===== src/rtl/axi_ar_burst_splitter.sv =====
// axi_ar_burst_splitter
// Splits one upstream AXI INCR read burst (full-width beats) into downstream
// sub-bursts of at most MAX_SUB_BEATS beats. A small FIFO holds one "final"
// flag per outstanding sub-burst. The R channel passes straight through, and
// only the last beat of the final sub-burst keeps its last flag.
//
// Reset is asynchronous and active-high, on the port named rst_n.
//
// Handshakes: a transfer happens on a rising clk edge where valid && ready.
// A source holds its payload stable while valid is high and ready is low.
//
// Optional feature: define AR_SPLIT_STATS_EN to build the statistics
// counters. Without it, stat_in_cnt and stat_sub_cnt are tied to zero.
module axi_ar_burst_splitter #(
    parameter int ADDR_WIDTH    = 32,
    parameter int DATA_WIDTH    = 512,
    parameter int ID_WIDTH      = 5,
    parameter int MAX_SUB_BEATS = 16,
    parameter int PEND_DEPTH    = 8
) (
    input  logic                  clk,
    input  logic                  rst_n,
    // upstream AR
    input  logic                  slv_ar_valid,
    output logic                  slv_ar_ready,
    input  logic [ADDR_WIDTH-1:0] slv_ar_addr,
    input  logic [7:0]            slv_ar_len,
    input  logic [ID_WIDTH-1:0]   slv_ar_id,
    // downstream AR
    output logic                  mst_ar_valid,
    input  logic                  mst_ar_ready,
    output logic [ADDR_WIDTH-1:0] mst_ar_addr,
    output logic [7:0]            mst_ar_len,
    output logic [ID_WIDTH-1:0]   mst_ar_id,
    // downstream R
    input  logic                  mst_r_valid,
    output logic                  mst_r_ready,
    input  logic [DATA_WIDTH-1:0] mst_r_data,
    input  logic [ID_WIDTH-1:0]   mst_r_id,
    input  logic [1:0]            mst_r_resp,
    input  logic                  mst_r_last,
    // upstream R
    output logic                  slv_r_valid,
    input  logic                  slv_r_ready,
    output logic [DATA_WIDTH-1:0] slv_r_data,
    output logic [ID_WIDTH-1:0]   slv_r_id,
    output logic [1:0]            slv_r_resp,
    output logic                  slv_r_last,
    // statistics
    output logic [31:0]           stat_in_cnt,
    output logic [31:0]           stat_sub_cnt,
    // FSM state for debug: 0 = IDLE, 1 = SPLIT
    output logic                  dbg_state
);

    localparam int BYTES = DATA_WIDTH / 8;
    localparam int PW    = (PEND_DEPTH > 1) ? $clog2(PEND_DEPTH) : 1;
    localparam int CW    = $clog2(PEND_DEPTH + 1);

    typedef enum logic {IDLE = 1'b0, SPLIT = 1'b1} state_t;

    state_t                  state;
    logic                    ar_ready_q;
    logic [ADDR_WIDTH-1:0]   addr;
    logic [8:0]              remaining;
    logic [ID_WIDTH-1:0]     id;

    logic [PEND_DEPTH-1:0]   final_flags;
    logic [PW-1:0]           wr_idx;
    logic [PW-1:0]           rd_idx;
    logic [CW-1:0]           count;

    logic                    fifo_full;
    logic                    fifo_empty;
    logic                    is_final;
    logic [8:0]              sub_beats;
    logic                    slv_ar_hs;
    logic                    mst_ar_hs;
    logic                    pop;

    function automatic logic [PW-1:0] next_idx(input logic [PW-1:0] i);
        return (i == PW'(PEND_DEPTH - 1)) ? '0 : i + 1'b1;
    endfunction

    assign fifo_full  = (count == CW'(PEND_DEPTH));
    assign fifo_empty = (count == '0);

    // The current sub-burst is the last one when what remains fits in one.
    assign is_final  = (remaining <= 9'(MAX_SUB_BEATS));
    assign sub_beats = is_final ? remaining : 9'(MAX_SUB_BEATS);

    assign slv_ar_ready = ar_ready_q;
    assign slv_ar_hs    = slv_ar_valid && ar_ready_q;

    // The payload is built only from registers that change on a handshake,
    // so it stays stable while the downstream slave stalls.
    assign mst_ar_valid = (state == SPLIT) && !fifo_full;
    assign mst_ar_addr  = addr;
    assign mst_ar_id    = id;
    assign mst_ar_len   = 8'(sub_beats - 9'd1);
    assign mst_ar_hs    = mst_ar_valid && mst_ar_ready;

    // R channel passes straight through, with no added latency.
    assign slv_r_valid = mst_r_valid;
    assign mst_r_ready = slv_r_ready;
    assign slv_r_data  = mst_r_data;
    assign slv_r_id    = mst_r_id;
    assign slv_r_resp  = mst_r_resp;
    // A beat that arrives with no pending sub-burst is passed on as not-last.
    assign slv_r_last  = mst_r_last && !fifo_empty && final_flags[rd_idx];
    assign pop         = mst_r_valid && slv_r_ready && mst_r_last && !fifo_empty;

    assign dbg_state = (state == SPLIT);

    // Burst FSM: take an upstream AR in IDLE, then issue sub-bursts in SPLIT.
    always_ff @(posedge clk or posedge rst_n) begin
        if (rst_n) begin
            state      <= IDLE;
            ar_ready_q <= 1'b0;
            addr       <= '0;
            remaining  <= '0;
            id         <= '0;
        end else begin
            case (state)
                IDLE: begin
                    ar_ready_q <= 1'b1;
                    if (slv_ar_hs) begin
                        addr       <= slv_ar_addr;
                        id         <= slv_ar_id;
                        remaining  <= {1'b0, slv_ar_len} + 9'd1;
                        state      <= SPLIT;
                        ar_ready_q <= 1'b0;
                    end
                end
                SPLIT: begin
                    if (mst_ar_hs) begin
                        addr      <= addr + (ADDR_WIDTH'(sub_beats) * ADDR_WIDTH'(BYTES));
                        remaining <= remaining - sub_beats;
                        if (is_final) begin
                            state      <= IDLE;
                            ar_ready_q <= 1'b1;
                        end
                    end
                end
                default: begin
                    state      <= IDLE;
                    ar_ready_q <= 1'b0;
                end
            endcase
        end
    end

    // Pending-flag FIFO: push on each downstream AR, pop on each sub-burst's last R beat.
    always_ff @(posedge clk or posedge rst_n) begin
        if (rst_n) begin
            final_flags <= '0;
            wr_idx      <= '0;
            rd_idx      <= '0;
            count       <= '0;
        end else begin
            if (mst_ar_hs) begin
                final_flags[wr_idx] <= is_final;
                wr_idx              <= next_idx(wr_idx);
            end
            if (pop) begin
                rd_idx <= next_idx(rd_idx);
            end
            case ({mst_ar_hs, pop})
                2'b10:   count <= count + 1'b1;
                2'b01:   count <= count - 1'b1;
                default: count <= count;
            endcase
        end
    end

`ifdef AR_SPLIT_STATS_EN
    logic [31:0] in_cnt;
    logic [31:0] sub_cnt;

    assign stat_in_cnt  = in_cnt;
    assign stat_sub_cnt = sub_cnt;

    // Handshake counters; they wrap naturally at 2^32.
    always_ff @(posedge clk or posedge rst_n) begin
        if (rst_n) begin
            in_cnt  <= '0;
            sub_cnt <= '0;
        end else begin
            if (slv_ar_hs) in_cnt  <= in_cnt + 32'd1;
            if (mst_ar_hs) sub_cnt <= sub_cnt + 32'd1;
        end
    end
`else
    assign stat_in_cnt  = '0;
    assign stat_sub_cnt = '0;
`endif

endmodule


===== config.mk =====
export PLATFORM = sky130hd
export DESIGN_NAME = axi_ar_burst_splitter
export DESIGN_NICKNAME = d
export VERILOG_FILES = /design/src/rtl/axi_ar_burst_splitter.sv
export SDC_FILE = /design/constraint.sdc
export NUM_CORES = 1
export LEC_CHECK = 0
export BUFFER_PORTS_ARGS = -buffer_cell sky130_fd_sc_hd__buf_2
export CAP_MARGIN = 25
export CELL_PAD_IN_SITES_DETAIL_PLACEMENT = 0
export CELL_PAD_IN_SITES_GLOBAL_PLACEMENT = 2
export CORE_AREA = 2 2 463 465
export CTS_CLUSTER_DIAMETER = 80
export DETAILED_ROUTE_END_ITERATION = 10
export DIE_AREA = 0 0 465 467
export MAX_ROUTING_LAYER = met4
export PLACE_DENSITY = 0.44
export SYNTH_ARGS = -nofsm -noshare
export SYNTH_HDL_FRONTEND = slang
export SYNTH_SLANG_ARGS = --single-unit

===== constraint.sdc =====
create_clock -name clk -period 6.1 [get_ports clk]
set_clock_uncertainty 0.05 [all_clocks]
set_input_delay 1.83 -clock clk [delete_from_list [all_inputs] [get_ports clk]]
set_output_delay 1.83 -clock clk [all_outputs]
set_load 0.02 [all_outputs]

==> reports/qor.txt <==
Congestion Overflow GR -> 0
ratio of cells with drive above 1 in the final layout -> 0.278
CTS H-Tree Depth -> 3
most frequent cells in the layout -> buf_2, conb_1, dfrtp_1
Synth-to-Final Area Change -> 1.36%
CTS tree -> done
root buffer cell -> clkbuf_16
Vias -> 4,871
post-CTS setup buffer count -> 0
# hold bufs at CTS -> 0
commonest non-fill, non-tap cell in the layout -> buf_2
measured slew at the worst slew-check pin -> 944 ps
multi-input logic area -> 2530 um^2
# IOs -> 1,205
Via density -> 1.42
Max Cap Viol -> 0
crit path DAT -> 2990 ps
pwr/cell area -> 336 nW/um^2
outcome -> finished, final reports clean
RSZ-0062 raised after global routing -> no
nets -> 1,183
Worst IR Drop VDD -> 106 uV
final worst slack -> 1230 ps
register area -> 1650 um^2
initial antenna violation count -> 5
Yosys reg bits -> 66
RD Place Congestion -> 0.684
clock transition at the registers of the reported paths -> 70 ps
async set-or-reset flop fraction in the synthesized netlist -> 1.00
Slew Limit Fails -> 0
first-pass GRT wire length -> 92.3 mm
Starting DRT DRC Count -> 168
Top Family by Delay on Critical Path -> simple AND/OR/NAND/NOR gates
Critical Path Source Type -> flop
Crit Path Class -> reg2out
Post-Syn Area -> 8530 um^2
largest net degree at the start of global routing -> 40
clock period minus worst slack -> 4870 ps
Port Buffers -> 102
Max stage delay on crit path -> 750 ps
# rows -> 169
Final Setup Violations -> 0
clock tree buffer depth -> 2
CP Capture Type -> output port
DRC viols -> 0
wire per inst -> 24.0 um
HP Class -> reg2reg
Initial DRT Pass Iterations -> 4
Slew headroom -> 0.371
Pleak -> 2.72 nW
Place WS -> 1500 ps
clk_lat worst skew -> 400 ps
Core Area -> 212,000 um^2
WL final -> 82.0 mm
CP Max Fanout -> 7
Main synth FF type -> dfrtp_1
WP buf/inv -> 2
post-detail-place hpwl -> 74.6 mm
setup TNS -> 0 ps
slowest CP cell -> nor4_1
Synth cell types -> 62
vias in the first global route -> 4,928
total track usage -> 0.0743
Post-synth EDFFs -> 0
die height -> 467 um
syn avg cell area -> 8.42 um^2
worst path cell trace -> nor4_1 > a21boi_2 > and2_1 > inv_1 > ha_1 > nand2_1 > nor3_1 > a21o_2 > buf_2
Cells after Synth -> 1,013
die footprint -> 217,000 um^2
initial cell density of the core -> 0.0403
Yosys warning count -> 0
Critical Path RT -> 4220 ps
Sink Count -> 66
Fin. Hold Viols -> 0
TritonCTS Buffers -> 9
Resize count post-CTS -> 0
Antenna Violating Nets Remaining -> 0
DIE WIDTH -> 465 um
Fmax -> 0.205 GHz
Filler Cell Count -> 25.1k
Final period util -> 0.799
register area share after synthesis -> 0.194
## cell usage after synthesis, types with 2 or more instances
library cell / count / area (um^2)
a21o_1: 4 / 30.0
nor2b_1: 2 / 12.5
a31oi_1: 3 / 18.8
xnor2_1: 10 / 87.6
nand4_1: 5 / 31.3
fa_1: 2 / 40.0
o22ai_1: 19 / 119
buf_6: 7 / 78.8
inv_1: 11 / 41.3
buf_4: 585 / 4390
nand3b_1: 5 / 37.5
nor3b_1: 2 / 15.0
a211oi_1: 2 / 15.0
a31o_2: 2 / 17.5
o21ai_0: 26 / 130
nand3_1: 20 / 100
conb_1: 2 / 7.51
nand2_1: 49 / 184
a21oi_1: 33 / 165
xor2_1: 8 / 70.1
mux2i_1: 23 / 230
mux4_2: 2 / 45.0
mux2_2: 20 / 225
nand4b_1: 2 / 17.5
and3_1: 9 / 56.3
nor4_1: 2 / 12.5
nor3_1: 3 / 15.0
o41ai_1: 2 / 17.5
or3_1: 3 / 18.8
dfrtp_1: 66 / 1650
clkbuf_1: 13 / 48.8
and2_1: 4 / 25.0
buf_2: 2 / 10.0
ha_1: 17 / 213
nor2_1: 21 / 78.8
## kinds of logic after synthesis
group | share of synthesized area
buffers and inverters | 0.539
AND/OR/NAND/NOR | 0.0823
AO/OA/AOI/OAI | 0.0759
flip-flops | 0.194
multiplexers | 0.0587
adder cells (fa/ha/maj) | 0.0310
XOR/XNOR | 0.0185
other | 0.000881
## routing by layer
metal / GRT usage / vias up / wire length [um]
li1: - / 1819 / -
met1: 0.0236 / 1994 / 9380
met2: 0.105 / 753 / 34400
met3: 0.133 / 305 / 32500
met4: 0.0508 / 0 / 5780
met5: - / - / 0
## worst register-to-register path, delay by kind of cell (launching register included)
family	cells	cell delay, ps
compound gates	6	1930
fa+ha+maj	2	450
flops	1	470
mux	1	200
simple gates	3	1200
## state kept, by name, indices dropped and copies added (netlist names)
name	cells
slv_ar_ready	1
count	4
remaining	9
mst_ar_id	5
dbg_state	1
rd_idx	3
mst_ar_addr	32
wr_idx	3
final_flags	8
## final timing paths
| check | endpoint | depth (start not counted) | start | slack (ps) |
|---|---|---|---|---|
| min | final_flags[6] | 1 | final_flags[6] | 450 |
| max in group asynchronous | mst_ar_addr[14] | 3 | rst_n | 3500 |
| min in group asynchronous | mst_ar_addr[21] | 2 | rst_n | 1510 |
| min reg2reg | final_flags[6] | 1 | final_flags[6] | 450 |
| max reg2reg | mst_ar_addr[24] | 12 | remaining[6] | 1670 |
| max | mst_ar_len[4] | 9 | remaining[6] | 1230 |
## report_power, final
group	total (W)	switching, W	internal (W)
registers	0.000879	0.000251	0.000628
clock network	0.000591	0.000273	0.000318
logic	0.00143	0.000912	0.000519
total	0.00290	0.00144	0.00147
## per-stage QoR
step	utilization	hold slack [ps]	std cells	total power [W]	instance area (um^2)
floorplan	-	407	1079	0.00230	8770
detailed placement	0.0394	440	3403	0.00241	8350
global placement	0.0394	434	3403	0.00241	8350
finish	0.0408	450	3422	0.00290	8640
global route	0.0408	477	3422	0.00319	8640
CTS	0.0408	454	3419	0.00305	8640
## final cells by class
cell class	count	area share
Sequential cell	66	0.191
Clock inverter	4	0.00594
Antenna cell	3	0.000869
Clock buffer	12	0.0274
Inverter	12	0.00550
Tap cell	2821	0.408
Timing Repair Buffer	112	0.0677
Multi-Input combinational cell	392	0.293
(Power assumes the default switching activity.)
